**src/rtl/alu_flag_pkg.sv**
```systemverilog
// rtl/alu_flag_pkg.sv - shared types for the ALU flag consumer stage
// Purpose: condition-code enumeration, NZCV flag struct and table size used
//          by alu_flag_unit and cond_eval.
package alu_flag_pkg;

  localparam int NUM_COND = 16;

  typedef enum logic [3:0] {
    EQ = 4'd0,
    NE = 4'd1,
    CS = 4'd2,
    CC = 4'd3,
    MI = 4'd4,
    PL = 4'd5,
    VS = 4'd6,
    VC = 4'd7,
    HI = 4'd8,
    LS = 4'd9,
    GE = 4'd10,
    LT = 4'd11,
    GT = 4'd12,
    LE = 4'd13,
    AL = 4'd14,
    NV = 4'd15
  } cond_e;

  // Field order matches the architectural {N,Z,C,V} view, so a flags_t can
  // be assigned straight to a 4-bit nzcv bus.
  typedef struct packed {
    logic n;
    logic z;
    logic c;
    logic v;
  } flags_t;

endpackage

```
**src/rtl/alu_flag_unit_cond_eval.sv**
```systemverilog
// rtl/alu_flag_unit_cond_eval.sv - combinational condition-code evaluator
// Purpose: maps an NZCV flag set and a condition selector to taken/not-taken.
// Ports:
//   flags  in   flags_t  flag set to evaluate against
//   cond   in   cond_e   condition selector
//   taken  out  1        condition result
module cond_eval
  import alu_flag_pkg::*;
(
  input  flags_t flags,
  input  cond_e  cond,
  output logic   taken
);

  always_comb begin
    taken = 1'b0;
    case (cond)
      EQ:      taken = flags.z;
      NE:      taken = !flags.z;
      CS:      taken = flags.c;
      CC:      taken = !flags.c;
      MI:      taken = flags.n;
      PL:      taken = !flags.n;
      VS:      taken = flags.v;
      VC:      taken = !flags.v;
      HI:      taken = flags.c & !flags.z;
      LS:      taken = !flags.c | flags.z;
      GE:      taken = (flags.n == flags.v);
      LT:      taken = (flags.n != flags.v);
      GT:      taken = !flags.z & (flags.n == flags.v);
      LE:      taken = flags.z | (flags.n != flags.v);
      AL:      taken = 1'b1;
      NV:      taken = 1'b0;  // reserved encoding, never taken
      default: taken = 1'b0;
    endcase
  end

endmodule

```
**src/rtl/alu_flag_unit.sv**
```systemverilog
// rtl/alu_flag_unit.sv - NZCV status register with condition-query responder
// Purpose: captures ALU flags on flag_we, answers condition queries through a
//          valid/ready handshake with a registered response, and keeps sticky
//          carry/overflow bits plus a saturating overflow-event counter.
// Ports:
//   clk, rst_n                       clock, synchronous active-low reset
//   flag_we, in_zero/negative/carry/overflow   flag capture
//   cond_valid, cond_code, cond_ready          query request channel
//   taken_valid, taken, taken_err, taken_ready response channel
//   nzcv                             stored flags {N,Z,C,V}
//   sticky_clear, sticky_carry, sticky_overflow, ovf_count   debug state
module alu_flag_unit
  import alu_flag_pkg::*;
#(
  parameter int CNT_W = 8
) (
  input  logic             clk,
  input  logic             rst_n,
  input  logic             flag_we,
  input  logic             in_zero,
  input  logic             in_negative,
  input  logic             in_carry,
  input  logic             in_overflow,
  input  logic             cond_valid,
  input  logic [3:0]       cond_code,
  output logic             cond_ready,
  output logic             taken_valid,
  output logic             taken,
  output logic             taken_err,
  input  logic             taken_ready,
  output logic [3:0]       nzcv,
  input  logic             sticky_clear,
  output logic             sticky_carry,
  output logic             sticky_overflow,
  output logic [CNT_W-1:0] ovf_count
);

  typedef enum logic {
    ST_EMPTY = 1'b0,
    ST_FULL  = 1'b1
  } resp_state_e;

  localparam logic [CNT_W-1:0] CNT_MAX = '1;

  resp_state_e      r_state;
  resp_state_e      w_state_nxt;
  flags_t           r_flags;
  logic             r_flags_valid;
  logic             r_taken;
  logic             r_taken_err;
  logic             r_sticky_c;
  logic             r_sticky_v;
  logic [CNT_W-1:0] r_ovf_count;

  flags_t           w_in_flags;
  flags_t           w_eff_flags;
  logic             w_eff_valid;
  logic             w_accept;
  logic             w_raw_taken;
  logic             w_taken_nxt;
  logic [CNT_W-1:0] w_cnt_base;

  assign w_in_flags = {in_negative, in_zero, in_carry, in_overflow};

  // A query accepted alongside a flag write sees the incoming flags.
  assign w_eff_flags = flag_we ? w_in_flags : r_flags;
  assign w_eff_valid = flag_we | r_flags_valid;

  assign cond_ready = (r_state == ST_EMPTY) | taken_ready;
  assign w_accept   = cond_valid & cond_ready;

  cond_eval u_cond_eval (
    .flags (w_eff_flags),
    .cond  (cond_e'(cond_code)),
    .taken (w_raw_taken)
  );

  // With no flags captured yet only AL has a meaningful answer.
  assign w_taken_nxt = w_eff_valid ? w_raw_taken : (cond_code == AL);

  always_comb begin
    w_state_nxt = r_state;
    case (r_state)
      ST_EMPTY: if (w_accept) w_state_nxt = ST_FULL;
      ST_FULL:  if (taken_ready && !w_accept) w_state_nxt = ST_EMPTY;
      default:  w_state_nxt = ST_EMPTY;
    endcase
  end

  always_ff @(posedge clk) begin
    if (!rst_n) begin
      r_state     <= ST_EMPTY;
      r_taken     <= 1'b0;
      r_taken_err <= 1'b0;
    end else begin
      r_state <= w_state_nxt;
      if (w_accept) begin
        r_taken     <= w_taken_nxt;
        r_taken_err <= !w_eff_valid;
      end
    end
  end

  // Clear applies first so a simultaneous write still contributes.
  assign w_cnt_base = sticky_clear ? '0 : r_ovf_count;

  always_ff @(posedge clk) begin
    if (!rst_n) begin
      r_flags       <= '0;
      r_flags_valid <= 1'b0;
      r_sticky_c    <= 1'b0;
      r_sticky_v    <= 1'b0;
      r_ovf_count   <= '0;
    end else begin
      if (flag_we) begin
        r_flags       <= w_in_flags;
        r_flags_valid <= 1'b1;
      end
      r_sticky_c <= (r_sticky_c & !sticky_clear) | (flag_we & in_carry);
      r_sticky_v <= (r_sticky_v & !sticky_clear) | (flag_we & in_overflow);
      if (flag_we && in_overflow && (w_cnt_base != CNT_MAX)) begin
        r_ovf_count <= w_cnt_base + CNT_W'(1);
      end else begin
        r_ovf_count <= w_cnt_base;
      end
    end
  end

  assign taken_valid     = (r_state == ST_FULL);
  assign taken           = r_taken;
  assign taken_err       = r_taken_err;
  assign nzcv            = r_flags;
  assign sticky_carry    = r_sticky_c;
  assign sticky_overflow = r_sticky_v;
  assign ovf_count       = r_ovf_count;

endmodule

```
**config.mk**
```make
export PLATFORM = sky130hd
export DESIGN_NAME = alu_flag_unit
export DESIGN_NICKNAME = d
export VERILOG_FILES = /design/src/rtl/alu_flag_pkg.sv /design/src/rtl/alu_flag_unit_cond_eval.sv /design/src/rtl/alu_flag_unit.sv
export SDC_FILE = /design/constraint.sdc
export NUM_CORES = 1
export LEC_CHECK = 0
export BUFFER_PORTS_ARGS = -buffer_cell sky130_fd_sc_hd__buf_2
export CORE_UTILIZATION = 49
export DETAILED_ROUTE_END_ITERATION = 8
export PLACE_DENSITY = 0.87
export SKIP_CTS_REPAIR_TIMING = 1
export SLEW_MARGIN = 20
export SYNTH_ARGS = -nofsm -noshare
export SYNTH_HDL_FRONTEND = slang
export SYNTH_SLANG_ARGS = --single-unit
export TNS_END_PERCENT = 5
```
**constraint.sdc**
```tcl
create_clock -name clk -period 2.53 [get_ports clk]
set_clock_uncertainty 0.1 [all_clocks]
set_input_delay 0.3795 -clock clk [delete_from_list [all_inputs] [get_ports clk]]
set_output_delay 0.3795 -clock clk [all_outputs]
set_load 0.01 [all_outputs]
```
# --- Yosys cells after proc, flatten, opt, wreduce, memory -nomap -nowiden ---
# Cells that the tools add are included.
classes:
  addsub: 1
  eq_ne: 18
  mux: 8
  n_bitwise: 14
  n_reduce_logical: 11
ops:
  columns: ["op", "n"]
  rows:
  - ["4-bit == test, second input constant", 8]
  - ["4-bit by 3-bit == test with 1-bit output, second input constant", 4]
  - ["8-bit two-way mux", 2]
  - ["1-bit one-hot mux with 16 select lines", 1]
  - ["8-bit by 1-bit adder with 8-bit output, second input constant", 1]
  - ["4-bit by 2-bit == test with 1-bit output, second input constant", 2]
  - ["8-bit inequality test, second input constant", 1]
  - ["1-bit AND", 7]
  - ["1-bit logical NOT", 7]
  - ["1-bit bitwise OR", 6]
  - ["4-bit by 1-bit == test with 1-bit output, second input constant", 1]
  - ["4-bit logical NOT", 1]
  - ["4-bit two-way mux", 1]
  - ["1-bit logical AND", 3]
  - ["1-bit two-way mux", 3]
  - ["1-bit one-hot mux with 2 select lines", 1]
  - ["1-bit == test", 1]
  - ["1-bit inequality test", 1]
  - ["1-bit NOT", 1]
totals:
  ff_bits: 18
  in_bits: 14
  output_inout_bits: 18
  wordCells: 63

# --- Longest topological paths before layout ---
# Gate-level depths: netlist of the first run.
logic_depth:
  ltp_word: 7
  depth_mapped: 8
  depth_no_buf: 8

# --- By module ---
# A second synthesis of the first run with hierarchy kept.
hier_totals:
  hier_cells: 113
  area_unflattened_um2: 942.2
modules_own_cells:
  columns: ["mod", "instances", "cells_per_inst", "area_each_um2", "seq_area_each_um2"]
  rows:
  - ["alu_flag_unit", 1, 90, 787.0, 360.3]
  - ["cond_eval", 1, 23, 155.1, 0.0]

# --- Worst setup path after synthesis of the first run ---
# OpenSTA, ideal clock, no wires.
synth_timing:
  path_type: "register to register"
  from: "register r_ovf_count[0] (netlist: ovf_count[0])"
  to: "register r_ovf_count[2] (netlist: ovf_count[2])"
  setup_time_ns: 0.115
  arrival_ns: 1.701
  required_ns: 2.315
  path_slack_ns: 0.614
  stages_incl_launch_ff: 7
  path_buffers: 0
  period_less_slack_ns: 1.916
  path_cell_list: "dfxtp_1 -> nor2b_1 -> ha_1 -> nand3b_1 -> o311a_1 -> and3_1 -> o21a_1"
synth_between:
  elab_chain_cells: 4
  elab_cells_between_ends: 5
  classes_between: "add/sub (1); eq/ne (1); mux (2); reduce/logical (1)"
synth_rtl:
  columns: ["element", "line_no", "text"]
  rows:
  - ["start, declared", "alu_flag_unit.sv:53", "logic [CNT_W-1:0] r_ovf_count;"]
  - ["start signal, assigned", "alu_flag_unit.sv:122", "r_ovf_count <= w_cnt_base + CNT_W'(1);"]
  - ["start signal, assigned", "alu_flag_unit.sv:124", "r_ovf_count <= w_cnt_base;"]
  - ["8-bit two-way mux *", "alu_flag_unit.sv:105", "assign w_cnt_base = sticky_clear ? '0 : r_ovf_count;"]
  - ["parallel branches: the longest is 2 deep, another holds 8-bit by 1-bit adder with 8-bit output", null, null]
  - ["8-bit two-way mux *", "alu_flag_unit.sv:121", "if (flag_we && in_overflow && (w_cnt_base != CNT_MAX)) begin"]
# Every way passes the cells marked *.
# A chain may end at the register's enable or synchronous reset.

# --- Final worst setup path of the first run ---
layout_timing:
  from: "register r_ovf_count[0] (netlist: ovf_count[0])"
  to: "register r_ovf_count[5] (netlist: ovf_count[5])"
# Same word-level chain as after synthesis.

==> results of run 1 <==
[cell usage in the layout (no fill, tap or decap), types with 5 or more instances in the layout]
| cell type | n |
|---|---|
| nand4_1 | 5 |
| dfxtp_1 | 18 |
| nand2_1 | 8 |
| nand2b_1 | 8 |
| nor2_1 | 8 |
| a21boi_0 | 5 |
| xnor2_1 | 9 |
| buf_2 | 31 |
[worst min-delay path, cell delays in order]
cell and delay, ps:
buf_2 110, inv_1 40, a21boi_0 60
[sequential cells by signal (all words and copies together), names as in the netlist]
register,flops
ovf_count,8
nzcv,4
r_flags_valid,1
sticky_carry,1
sticky_overflow,1
taken,1
taken_err,1
taken_valid,1
[cells by family after synthesis]
group | after synthesis | synth area share
simple gates | 52 | 0.281
compound gates | 19 | 0.159
flops | 18 | 0.349
xor+xnor | 11 | 0.0932
buf+inv | 9 | 0.0460
mux | 5 | 0.0605
fa+ha+maj | 1 | 0.0121
[stage by stage]
step / worst slack, ps / utilization / instances / hold WS (ps) / total power, mW
2_1_floorplan: 614 / - / 115 / 397 / 0.377
3_3_place_gp: 437 / 0.600 / 168 / 376 / 0.407
3_5_place_dp: 335 / 0.600 / 168 / 383 / 0.411
4_1_cts: 450 / 0.619 / 172 / 238 / 0.585
5_1_grt: 298 / 0.619 / 172 / 242 / 0.612
6_report: 460 / 0.619 / 172 / 248 / 0.577
[where the power goes]
group	switching, mW	leakage (nW)	internal (mW)
logic	0.0543	0.365	0.0482
clock network	0.0848	0.0210	0.0876
registers	0.00749	0.147	0.294
total	0.147	0.533	0.430
[how the worst min path moves through the flow]
stage	startpoint	cells past startpoint	end
global route	cond_valid	3	taken_valid$_SDFF_PN0_
floorplan	r_flags_valid$_SDFFE_PN0P_	2	r_flags_valid$_SDFFE_PN0P_
finish	cond_valid	3	taken_valid$_SDFF_PN0_
global placement	sticky_carry$_SDFF_PN0_	2	sticky_carry$_SDFF_PN0_
detailed placement	sticky_carry$_SDFF_PN0_	2	sticky_carry$_SDFF_PN0_
CTS	cond_valid	3	taken_valid$_SDFF_PN0_
[final cells by class]
class | instances | area, µm² | share of cell area
Timing Repair Buffer | 31 | 155 | 0.127
Clock buffer | 4 | 36.3 | 0.0296
Tap cell | 27 | 33.8 | 0.0276
Inverter | 4 | 15.0 | 0.0122
Sequential cell | 18 | 360 | 0.294
Multi-Input combinational cell | 88 | 626 | 0.510
[per-layer routing]
layer | routed length, µm | global-route usage | vias to the layer above
li1 | - | - | 470
met1 | 939 | 0.231 | 425
met2 | 1080 | 0.384 | 25
met3 | 90 | 0.0340 | 0
met4 | 0 | 0.0667 | 0
met5 | 0 | 0 | -
==> results.toml, run 1 <==
[clock_network]
htree_levels = 1
cts_sinks = 18
clock_latency_ps = 290
clockBufferDepth = 2
numCtsBuffers = 3
clkSlewWorstSetupHoldPaths_ps = 100
tritoncts = "done"
clock-root-buffer = "clkbuf_4"

[critical_path]
critical-path-top-delay-family = "simple AND/OR/NAND/NOR gates"
startpoint = "ovf_count[0]$_SDFF_PN0_"
critPathBufInv = 0
cp-end-kind = "flop"
worstSetupEndpoint = "ovf_count[5]$_SDFF_PN0_"
r2r_slack_ps = 460
cp_num_cells = 7
cpMaxStageDelayCell = "o311ai_4"
worst-r2r-cell-count = 7
r2r-end = "ovf_count[5]$_SDFF_PN0_"
critPathMaxFanout = 5
worstSetupStartpointType = "flop"
critPathArrivalTime_ps = 2160
cp.required_ps = 2620
max_stage_delay_ps = 390
timing.rr.start = "ovf_count[0]$_SDFF_PN0_"
crit_chain = "nor2b_1, ha_1, nand3b_1, o311ai_4, nor3_1, xnor2_1, and2_1"
critical_path_class = "reg2reg"

[placed_design]
dpl.hpwl_um = 1610
port_buffers = 31
placed_area_mm2 = 0.00119
gp_congestion = 0.876

[die]
core_mm2 = 0.00198
initial_core_util = 0.521
num_rows = 16
dieWidth_um = 47.9
die_area_mm2 = 0.00230
top_level_ports = 32
die_y_um = 47.9

[yosys]
synth_nets = 130
synth.top_cell.area_share = 0.349
ys_warn_count = 0
ys_seq_area_frac = 0.349
synthCells = 115
async_flop_share = 0
ys_types = 41
synth_top_cells_by_count = "dfxtp_1 (18), xnor2_1 (9), nand2_1 (8), nand2b_1 (8), nor2_1 (8)"
synth_seq_cells = 18
yosys.area.top_type = "dfxtp_1"
synth_area_leaders = "dfxtp_1 (35%), xnor2_1 (7.6%), nand2b_1 (4.8%)"
synth_edf_count = 0
synth.avg_cell_area_um2 = 8.99
ys.flop_type = "dfxtp_1"
syn_area_mm2 = 0.00103
yosysMostFrequentCell = "dfxtp_1"

[routing]
viasPerCell = 5.35
drc = 0
dr.pass1.iters = 4
wl_per_cell_um = 12.2
wl_um = 2110
vias = 920
drtIter0Drc = 17
postRouteAntennaNets = 0

[layout]
areaGrowthSynthToFinish_pct = 18.6
n_fill_cell = 194
antenna_cells = 0
design_area_mm2 = 0.00123
drive_gt1_frac = 0.269
fin_nets = 161

[power_and_ir_drop]
pwr_density_cell_mw_per_mm2 = 470
max-vdd-ir-drop_mv = 0.276
power.static_leakage_nw = 0.533

[sta]
fin_crit_sh = 0.818
fmax_mhz = 483
period_minus_slack_ps = 2070
slew_headroom = 0.761
hold_viol_final = 0
totalNegativeSetupSlack_ps = 0
setup_viol = 0
slew_viol_final = 0
rsz0062_at_grt = "false"
worst-slew-pin-transition_ps = 356

[hold_path]
hold_path.class = "in2reg"

[global_routing]
grt_pass1_vias = 813
antenna_found_initial = 0
grt_usage = 0.204
grt_start_max_net_pins = 17
grt_pass1_wl_um = 3310
overflow = 0

[run]
cap_violations = 0

[status]
status = "finished clean"
No activity file was read; power rests on OpenSTA's default activity.
==> run 2: changes to the inputs <==
==> constraint.sdc (replaced) <==
create_clock -name clk -period 2.1 [get_ports clk]
set_clock_uncertainty 0.1 [all_clocks]
set_input_delay 0.315 -clock clk [delete_from_list [all_inputs] [get_ports clk]]
set_output_delay 0.315 -clock clk [all_outputs]
set_load 0.01 [all_outputs]
==> results.toml, run 2 (synthesis results as in run 1) <==
[routing]
dr_wl_met2_um = 1110
dr.pass1.iters = 4
postRouteAntennaNets = 0
highest_layer = "met3"
wl_um = 2200
wl_met1_um = 957
viasPerCell = 5.38
drc = 0
wl_per_cell_um = 12.6
drtIter0Drc = 15
wl_met3_um = 131
vias = 936

[power_and_ir_drop]
max-vdd-ir-drop_mv = 0.443
power.static_leakage_nw = 0.540
pwr_density_cell_mw_per_mm2 = 569

[die]
num_rows = 16
initial_core_util = 0.521
core_mm2 = 0.00198
die_y_um = 47.9
die_area_mm2 = 0.00230
dieWidth_um = 47.9
top_level_ports = 32

[clock_network]
clockBufferDepth = 2
cts_sinks = 18
numCtsBuffers = 3
tritoncts = "done"
clock_latency_ps = 300
clkSlewWorstSetupHoldPaths_ps = 110
clock-root-buffer = "clkbuf_4"
htree_levels = 1

[layout]
n_fill_cell = 183
final_util = 0.628
drive_gt1_frac = 0.286
layout_commonest_cell = "buf_2"
largest_reg_flops = 8
layout_common_cells = "buf_2 (31), dfxtp_1 (18), xnor2_1 (9)"
final_cell_count_no_fill = 174
design_area_mm2 = 0.00124
antenna_cells = 0
areaGrowthSynthToFinish_pct = 20.3
fin_nets = 163

[critical_path]
max_stage_delay_ps = 440
critPathArrivalTime_ps = 2160
critical_path_class = "reg2reg"
cp.required_ps = 2200
critPathMaxFanout = 5
crit_chain = "inv_1, nor2_1, ha_2, nand3b_1, o311a_1, nand4_1, xor2_1, nor2_1"
cpMaxStageDelayCell = "o311a_1"
worstSetupStartpointType = "flop"
cp-end-kind = "flop"
r2r_slack_ps = 40
cp_common_cell = "nor2_1"

[placed_design]
placed_area_mm2 = 0.00120
port_buffers = 31
dpl.hpwl_um = 1660
dp.cells = 170
gp_congestion = 0.831

[sta]
fmax_mhz = 485
slew_viol_final = 0
totalNegativeSetupSlack_ps = 0
setup_viol = 0
hold_viol_final = 0
period_minus_slack_ps = 2060
worst-slew-pin-transition_ps = 385
fin_crit_sh = 0.981
slew_headroom = 0.741

[global_routing]
grt_usage = 0.194
grt_pass1_vias = 754
grt_start_max_net_pins = 17
grt_pass1_wl_um = 3080
overflow = 0
antenna_found_initial = 0

[hold_path]
hold_path.class = "in2reg"

[run]
cap_violations = 0

[status]
status = "finished clean"
## run 2: metrics by stage
stage | hold slack (ps) | total power [mW] | worst slack [ps]
floorplan | 354 | 0.454 | 184
global placement | 378 | 0.493 | 109
detailed placement | 377 | 0.497 | 0.294
CTS | 160 | 0.713 | 69.6
global route | 166 | 0.739 | -21.3
finish | 161 | 0.708 | 39.0
## run 2: per-layer routing
metal,track usage,vias to the layer above
li1,-,471
met1,0.206,428
met2,0.370,37
met3,0.0679,0
met4,0.0333,0
met5,0,-
## run 2: path summary, 6_finish.rpt
kind / start / to / cells past startpoint
setup / recovery: ovf_count[1]$_SDFF_PN0_ / ovf_count[3]$_SDFF_PN0_ / 8
hold / removal: cond_valid / taken_valid$_SDFF_PN0_ / 3
setup reg to reg: ovf_count[1]$_SDFF_PN0_ / ovf_count[3]$_SDFF_PN0_ / 8
hold reg to reg: sticky_overflow$_SDFF_PN0_ / sticky_overflow$_SDFF_PN0_ / 2
## run 2: final cells by class
type	count	area [µm²]	share of cell area
Timing Repair Buffer	33	170	0.137
Clock buffer	4	36.3	0.0292
Multi-Input combinational cell	88	628	0.505
Inverter	4	15.0	0.0121
Sequential cell	18	360	0.290
Tap cell	27	33.8	0.0272
## run 2: power by group
group,switching [mW],internal (mW)
Combinational,0.0652,0.0603
Sequential,0.00870,0.355
Clock,0.113,0.106
## run 2: worst max-delay path: cells and delay by family, from the launching register on
kind	cells	cell delay (ps)
flops	1	380
buf+inv	1	80
simple gates	4	540
xor+xnor	1	170
compound gates	1	440
fa+ha+maj	1	250
